===== config.mk =====
export PLATFORM = sky130hd
export DESIGN_NAME = video_timing_sequencer
export DESIGN_NICKNAME = d
export VERILOG_FILES = /design/src/rtl/video_timing_sequencer.sv
export SDC_FILE = /design/constraint.sdc
export NUM_CORES = 1
export LEC_CHECK = 0
export BUFFER_PORTS_ARGS = -buffer_cell sky130_fd_sc_hd__buf_2
export CAP_MARGIN = 20
export CORE_ASPECT_RATIO = 0.8
export CORE_MARGIN = 3
export CORE_UTILIZATION = 30
export DETAILED_ROUTE_END_ITERATION = 12
export GPL_ROUTABILITY_DRIVEN = 0
export GPL_TIMING_DRIVEN = 0
export PLACE_DENSITY = 0.6
export RECOVER_POWER = 50
export SLEW_MARGIN = 20
export SYNTH_ARGS = -nofsm -noshare
export SYNTH_HDL_FRONTEND = slang
export SYNTH_SLANG_ARGS = --single-unit

===== constraint.sdc =====
create_clock -name clk -period 8.1 [get_ports clk]
set_clock_uncertainty 0.05 [all_clocks]
set_input_delay 1.215 -clock clk [delete_from_list [all_inputs] [get_ports clk]]
set_output_delay 1.215 -clock clk [all_outputs]
set_load 0.02 [all_outputs]

===== src/rtl/video_timing_sequencer.sv =====
`default_nettype none
// ============================================================================
// Module      : video_timing_sequencer
// Description : Video raster timing generator. Paces a pixel stream into
//               encoder data/control words, realigning on start-of-frame.
// Revision    : 1.0 - initial release
// ============================================================================
module video_timing_sequencer #(
    parameter int H_ACTIVE = 640,
    parameter int H_FP     = 16,
    parameter int H_SYNC   = 96,
    parameter int H_BP     = 48,
    parameter int V_ACTIVE = 480,
    parameter int V_FP     = 10,
    parameter int V_SYNC   = 2,
    parameter int V_BP     = 33,
    parameter bit HS_POL   = 1'b0,
    parameter bit VS_POL   = 1'b0
) (
    input  logic        clk,
    input  logic        resetn,
    input  logic        enable,
    input  logic        pix_valid,
    input  logic        pix_sof,
    input  logic [23:0] pix_data,
    output logic        pix_ready,
    output logic        vde,
    output logic [7:0]  red,
    output logic [7:0]  green,
    output logic [7:0]  blue,
    output logic [1:0]  cd_blue,
    output logic [1:0]  cd_green,
    output logic [1:0]  cd_red,
    output logic [9:0]  hcount,
    output logic [9:0]  vcount,
    output logic        underflow,
    output logic        resync
);

    localparam int          c_ht       = H_ACTIVE + H_FP + H_SYNC + H_BP;
    localparam int          c_vt       = V_ACTIVE + V_FP + V_SYNC + V_BP;
    localparam logic [9:0]  c_h_last   = 10'(c_ht - 1);
    localparam logic [9:0]  c_v_last   = 10'(c_vt - 1);
    // 11-bit bounds so a sync region ending exactly at 1024 does not wrap
    localparam logic [10:0] c_h_active = 11'(H_ACTIVE);
    localparam logic [10:0] c_v_active = 11'(V_ACTIVE);
    localparam logic [10:0] c_hs_start = 11'(H_ACTIVE + H_FP);
    localparam logic [10:0] c_hs_end   = 11'(H_ACTIVE + H_FP + H_SYNC);
    localparam logic [10:0] c_vs_start = 11'(V_ACTIVE + V_FP);
    localparam logic [10:0] c_vs_end   = 11'(V_ACTIVE + V_FP + V_SYNC);

    localparam logic [1:0] c_st_idle      = 2'd0;
    localparam logic [1:0] c_st_sync_wait = 2'd1;
    localparam logic [1:0] c_st_run       = 2'd2;

    logic [1:0]  r_state;
    logic [1:0]  w_state_nxt;
    logic [9:0]  r_h;
    logic [9:0]  r_v;
    logic        r_en_d;
    logic        r_vde;
    logic [23:0] r_rgb;
    logic [1:0]  r_cd_blue;
    logic [9:0]  r_hcount;
    logic [9:0]  r_vcount;
    logic        r_underflow;
    logic        r_resync;

    logic        w_at_origin;
    logic        w_active;
    logic        w_hs_on;
    logic        w_vs_on;
    logic        w_consume;
    logic        w_vde_nxt;
    logic        w_underflow_evt;
    logic        w_resync_evt;
    logic        w_blank;

    assign w_at_origin = (r_h == 10'd0) && (r_v == 10'd0);
    assign w_active    = ({1'b0, r_h} < c_h_active) && ({1'b0, r_v} < c_v_active);
    assign w_hs_on     = ({1'b0, r_h} >= c_hs_start) && ({1'b0, r_h} < c_hs_end);
    assign w_vs_on     = ({1'b0, r_v} >= c_vs_start) && ({1'b0, r_v} < c_vs_end);
    assign w_consume   = pix_valid && pix_ready;
    assign w_blank     = !enable || (r_state == c_st_idle);
    // Frame misalignment: sof away from the origin, or a plain pixel at it
    assign w_resync_evt = enable && (r_state == c_st_run) && w_consume
                          && (pix_sof != w_at_origin);

    always_ff @(posedge clk or negedge resetn) begin
        if (!resetn) begin
            r_state <= c_st_idle;
        end else begin
            r_state <= w_state_nxt;
        end
    end

    always_comb begin
        w_state_nxt = r_state;
        if (!enable) begin
            w_state_nxt = c_st_idle;
        end else begin
            case (r_state)
                c_st_idle:      w_state_nxt = c_st_sync_wait;
                c_st_sync_wait: if (w_consume && pix_sof) w_state_nxt = c_st_run;
                c_st_run:       if (w_resync_evt) w_state_nxt = c_st_sync_wait;
                default:        w_state_nxt = c_st_idle;
            endcase
        end
    end

    // While waiting, non-sof pixels are drained; a sof pixel is held until the origin
    always_comb begin
        pix_ready       = 1'b0;
        w_vde_nxt       = 1'b0;
        w_underflow_evt = 1'b0;
        if (enable) begin
            case (r_state)
                c_st_sync_wait: begin
                    pix_ready = pix_valid && (!pix_sof || w_at_origin);
                    w_vde_nxt = pix_valid && pix_sof && w_at_origin && w_active;
                end
                c_st_run: begin
                    pix_ready       = w_active;
                    w_vde_nxt       = w_active;
                    w_underflow_evt = w_active && !pix_valid;
                end
                default: ;
            endcase
        end
    end

    always_ff @(posedge clk or negedge resetn) begin
        if (!resetn) begin
            r_h <= 10'd0;
            r_v <= 10'd0;
        end else if (w_blank) begin
            r_h <= 10'd0;
            r_v <= 10'd0;
        end else if (r_h == c_h_last) begin
            r_h <= 10'd0;
            r_v <= (r_v == c_v_last) ? 10'd0 : r_v + 10'd1;
        end else begin
            r_h <= r_h + 10'd1;
        end
    end

    always_ff @(posedge clk or negedge resetn) begin
        if (!resetn) begin
            r_vde     <= 1'b0;
            r_rgb     <= 24'd0;
            r_cd_blue <= {~VS_POL, ~HS_POL};
            r_hcount  <= 10'd0;
            r_vcount  <= 10'd0;
        end else if (w_blank) begin
            r_vde     <= 1'b0;
            r_rgb     <= 24'd0;
            r_cd_blue <= {~VS_POL, ~HS_POL};
            r_hcount  <= 10'd0;
            r_vcount  <= 10'd0;
        end else begin
            r_vde     <= w_vde_nxt;
            r_rgb     <= (w_vde_nxt && w_consume) ? pix_data : 24'd0;
            r_cd_blue <= {(w_vs_on ? VS_POL : ~VS_POL), (w_hs_on ? HS_POL : ~HS_POL)};
            r_hcount  <= r_h;
            r_vcount  <= r_v;
        end
    end

    // Flags are cleared when a new run is requested
    always_ff @(posedge clk or negedge resetn) begin
        if (!resetn) begin
            r_en_d      <= 1'b0;
            r_underflow <= 1'b0;
            r_resync    <= 1'b0;
        end else begin
            r_en_d <= enable;
            if (enable && !r_en_d) begin
                r_underflow <= 1'b0;
                r_resync    <= 1'b0;
            end else begin
                if (w_underflow_evt) r_underflow <= 1'b1;
                if (w_resync_evt)    r_resync    <= 1'b1;
            end
        end
    end

    assign vde       = r_vde;
    assign red       = r_rgb[23:16];
    assign green     = r_rgb[15:8];
    assign blue      = r_rgb[7:0];
    assign cd_blue   = r_cd_blue;
    assign cd_green  = 2'b00;
    assign cd_red    = 2'b00;
    assign hcount    = r_hcount;
    assign vcount    = r_vcount;
    assign underflow = r_underflow;
    assign resync    = r_resync;

endmodule
`default_nettype wire


# ---- After elaboration in Yosys (flattened, before gate mapping)
# Index checks and enable logic that the tools add are counted.
# W data, S select, Z words.
dict set report word_totals {
  regBits 72
  latch_bits 0
  mem_bits_rw 0
  romBits 0
  inputBits 29
  out_inout_bits 54
  wordCells 82
  memories 0
}
dict set report classes {
  add_sub_neg 2
  mul 0
  div_mod_pow 0
  magnitude_cmp 6
  eq_ne 7
  shifts 0
  n_mux 27
  bitwise 0
  reduce_logical 29
}
# cell n
set ops {}
lappend ops {{$mux W10} 7}
lappend ops {{$mux W24} 2}
lappend ops {{$add A10 B1 Y10 const B} 2}
lappend ops {{$eq A10 B10 Y1 const B} 2}
lappend ops {{$logic_not A10 Y1} 2}
lappend ops {{$lt A10 B10 Y1 const B} 2}
lappend ops {{$lt A10 B9 Y1 const B} 2}
lappend ops {{$logic_and A1 B1 Y1} 16}
lappend ops {{$mux W1} 11}
lappend ops {{$ge A10 B10 Y1 const B} 1}
lappend ops {{$ge A10 B9 Y1 const B} 1}
lappend ops {{$mux W2} 4}
lappend ops {{$ne A3 B3 Y1 const B} 2}
lappend ops {{$pmux W2 S3} 1}
lappend ops {{$reduce_bool A2 Y1} 3}
lappend ops {{$logic_not A1 Y1} 4}
lappend ops {{$pmux W1 S2} 2}
lappend ops {{$eq A2 B1 Y1 const B} 1}
lappend ops {{$eq A2 B2 Y1 const B} 1}
lappend ops {{$logic_not A2 Y1} 1}
lappend ops {{$logic_or A1 B1 Y1} 2}
lappend ops {{$reduce_and A2 Y1} 1}
lappend ops {{$ne A1 B1 Y1} 1}

# ---- Depth between registers and ports, before layout
dict set report logic_depth {
  word_depth 12
  depth_mapped 11
  depth_no_buf 11
}

# ---- Worst setup path after synthesis
# OpenSTA, ideal clock, no wires.
dict set report synth_path {
  path_kind {reg2out}
  startpoint {register r_v[0]}
  endpoint {output port pix_ready}
  arrival_ns 2.156
  t_required_ns 6.835
  slack_ns 4.679
  stages_incl_launch_ff 10
  n_path_buf 0
  path_cell_list {dfrtp_1 inv_1 ha_1 or4b_4 nor4_4 inv_1 ha_1 nor2_1 nor2_1 nor2_1}
}
dict set report synth_between {
  elab_chain_cells 6
  word_cells_on_any_way 8
  cone_classes {order compare: 1; mux: 2; reduce/logical: 5}
}
# element line
set synth_rtl {}
lappend synth_rtl {{start, declared} 59} ;# logic [9:0] r_v;
lappend synth_rtl {{start signal, assigned} 141} ;# r_v <= (r_v == c_v_last) ? 10'd0 : r_v + 10'd1;
lappend synth_rtl {{branches (longest 4 deep; another with $lt A10 B9 Y1)} n/a}
lappend synth_rtl {{$pmux W1 S2 (*)} 117} ;# case (r_state)
lappend synth_rtl {{$mux W1 (*)} 116} ;# if (enable) begin
lappend synth_rtl {{end, declared} 26} ;# output logic pix_ready,
# Every way passes the cells marked *.

==> reports/qor.txt <==
Cell with the most instances on the worst path: clkbuf_1
Vias in the first global route: 2279
Final ANT Viol Nets: 0
Antenna Cells: 0
CP startpoint kind: input port
Clk pwr share: 39.7%
Die area: 0.0119 sq mm
CORE AREA: 0.00997 sq mm
Fin worst setup slack: 3.86 ns
Ys Warns: 0
Top Layer Used: met4
Top Family by Delay on Critical Path: buffers and inverters
Sw Pwr: 0.258 mW
Top post-synthesis cells by area: dfrtp_1 (55%), nor2b_2 (5.5%), ha_1 (3.5%), and2_1 (3.3%), nor2_1 (2.8%)
CTS tree: done
Avg Synthesized Cell Area: 11.3 sq um
M1 WL: 3010 um
Failing checks: capacitance limit, slew limit
Leakage: 1.96 nW
Largest family of logic cells by synthesized area: simple AND/OR/NAND/NOR gates
Fill count: 991
Synthesis-to-layout area growth: 26.3%
Worst setup path class: input port to asynchronous set/reset pin
Worst-case clock buffer depth: 2
Post-synth top area share: 55.1%
Routed wl met3: 476 um
Crit path largest cell delay: 2.01 ns
Worst slack, placed: 4.47 ns
Yosys top cell by area: dfrtp_1
Layout cells sized above 1: 32.2%
Clock transition at path regs: 0.05 ns
FFs w/ async S/R, synth: 100%
Net Sw Frac: 28.7%
Finished Layout Cells: 515
Drt pass-1 iters: 4
DR vias: 2334
Fin Hold WS: 0.451 ns
Hpwl dp: 4910 um
Min cycle time layout: 4.24 ns
First-pass GRT wire length: 11100 um
WP buf/inv: 2
GRT overflow: 0
Netlist cell types: 51
Mux cell area share after synthesis: 0%
CP max-delay cell: clkbuf_1
Flops & latches, synth: 72
Power consumption: 0.899 mW
Hold Violations, Final: 0
Postcts setup bufs: 0
Worst VDD drop: 99.1 uV
Post-Route WL: 6700 um
Final slew viol count: 52
Port buffer count: 78
Htree depth: 3
Number of nets in the layout: 413
CP Capture Type: asynchronous set/reset pin
CTS resizes: 0
Fin crit share: 52.4%
Final-report setup violation count: 0
WP data required: 7.90 ns
Die Ht: 98.1 um
Post-Synth Adder-Cell Area: 3.54%
Worst slew margin: -81.9%
Post-synth EDFFs: 0
Cell area after synthesis: 0.00318 sq mm
Critical Path, Cell by Cell: clkbuf_1 -> clkbuf_1
Comb power frac: 18.1%
Placed cells: 500
Max-cap viol count: 1
Total track usage: 12.0%
Sequential-to-total area share from yosys stat: 56.8%
Highest clock rate: 236 MHz
Setup TNS: 0 ns
Drt drc: 0
Synth Area in XOR/XNOR: 1.93%
Hold buffers post-CTS: 0
Initial antenna violation count: 0
Initial drt markers: 116
Routed wl met2: 3130 um
Avg WL per Cell: 13.0 um
Critical path arrival: 4.04 ns
Post-synthesis simple-gate area fraction: 24.6%
Flop pwr share: 42.2%
Status: finished, violations left
Syn Inst Count: 282
CTS buffer count: 9
Starting Density: 31.9%
Num ports: 83
Root Buffer: clkbuf_16
Worst-path fanout max: 51
Slew @ Worst Pin: 2.73 ns
Int Pwr: 0.641 mW
Cell Pwr Density: 224 mW/mm^2
Hold WC Path Type: flop to flop
Clock insertion delay at the later pin of the skew report: 0.33 ns
Vias per inst: 4.53
Most used flip-flop cell after synthesis: dfrtp_1
Number of cell rows: 32
Die Span X: 121 um
# clock sinks: 72
Synth Area in Compound Gates: 8.54%
Largest net degree at the start of global routing: 52
RSZ-0062 raised after global routing: false
==> Yosys cell counts, drive strengths merged, types with 2 or more instances <==
cell / count
nor3: 3
o31ai: 5
buf: 8
a2111oi: 2
nand4: 3
dfrtp: 70
ha: 9
and3: 4
o21a: 2
and2: 17
nor2b: 26
inv: 10
xor2: 4
or4: 2
o211ai: 2
xnor2: 3
o21ai: 12
a21oi: 6
clkbuf: 10
or3: 3
nand2b: 2
and4: 3
nor4: 4
nand3: 13
dfstp: 2
nor3b: 2
nor2: 24
nand4b: 2
nand2: 16
==> power groups by stage <==
| stage | clock network, mW | logic (mW) | registers [mW] |
|---|---|---|---|
| after floorplan | 0 | 0.106 | 0.390 |
| after global placement | 0 | 0.159 | 0.385 |
| after detailed placement | 0 | 0.166 | 0.385 |
| after CTS | 0.372 | 0.167 | 0.379 |
| after global routing | 0.385 | 0.184 | 0.381 |
| final | 0.357 | 0.163 | 0.379 |
==> state kept, by name, indices dropped and copies added, names as in the netlist <==
name	flops
underflow	1
r_rgb	24
cd_blue	2
r_en_d	1
hcount	10
vde	1
resync	1
r_state	2
r_h	10
r_v	10
vcount	10
==> stage by stage <==
stage	utilization (%)	area, sq um
finish	40.3	4020
global route	40.3	4020
CTS	40.7	4050
detailed placement	37.9	3780
global placement	37.6	3750
floorplan	-	3190
==> area by class of cell <==
| type | instances | area [sq um] | area share (%) |
|---|---|---|---|
| timing repair buffer | 79 | 383 | 9.54 |
| buffer | 18 | 106 | 2.65 |
| multi-input combinational | 185 | 1240 | 30.9 |
| sequential | 72 | 1800 | 44.9 |
| tap | 136 | 170 | 4.24 |
| clock buffer | 10 | 239 | 5.95 |
| clock inverter | 5 | 33.8 | 0.841 |
| inverter | 10 | 37.5 | 0.935 |
==> cell usage in the layout (no fill, tap or decap), types with 9 or more instances in the layout <==
master and n:
nand3_1 13, clkbuf_1 20, clkbuf_16 9, buf_2 70, nand2_1 15, nor2_1 24
nor2b_2 20, o21ai_0 10, and2_1 14, inv_1 10, ha_1 9, dfrtp_1 70
==> path summary, 6_finish.rpt <==
check | start | to | slack (ns) | cells after the start
setup / recovery | resetn | r_state[0] | 3.86 | 2
hold / removal | r_h[0] | r_h[0] | 0.45 | 1
min in group asynchronous | resetn | hcount[2] | 1.02 | 1
hold reg to reg | r_h[0] | r_h[0] | 0.45 | 1
max in group clk | r_v[0] | pix_ready | 4.11 | 10
setup reg to reg | r_v[0] | r_state[1] | 5.26 | 11
==> per-layer routing <==
metal / vias to the layer above / global-route usage, %
met3: 8 / 5.33
met2: 68 / 18.1
met4: 0 / 4.62
met1: 1127 / 15.2
met5: - / 0
li1: 1131 / -
==> kinds of logic after synthesis <==
family	Yosys count
other cells	1
simple gates	128
xor+xnor	7
flops	72
compound gates	37
buf+inv	28
fa+ha+maj	9
Power figures use the tool's default switching activity.
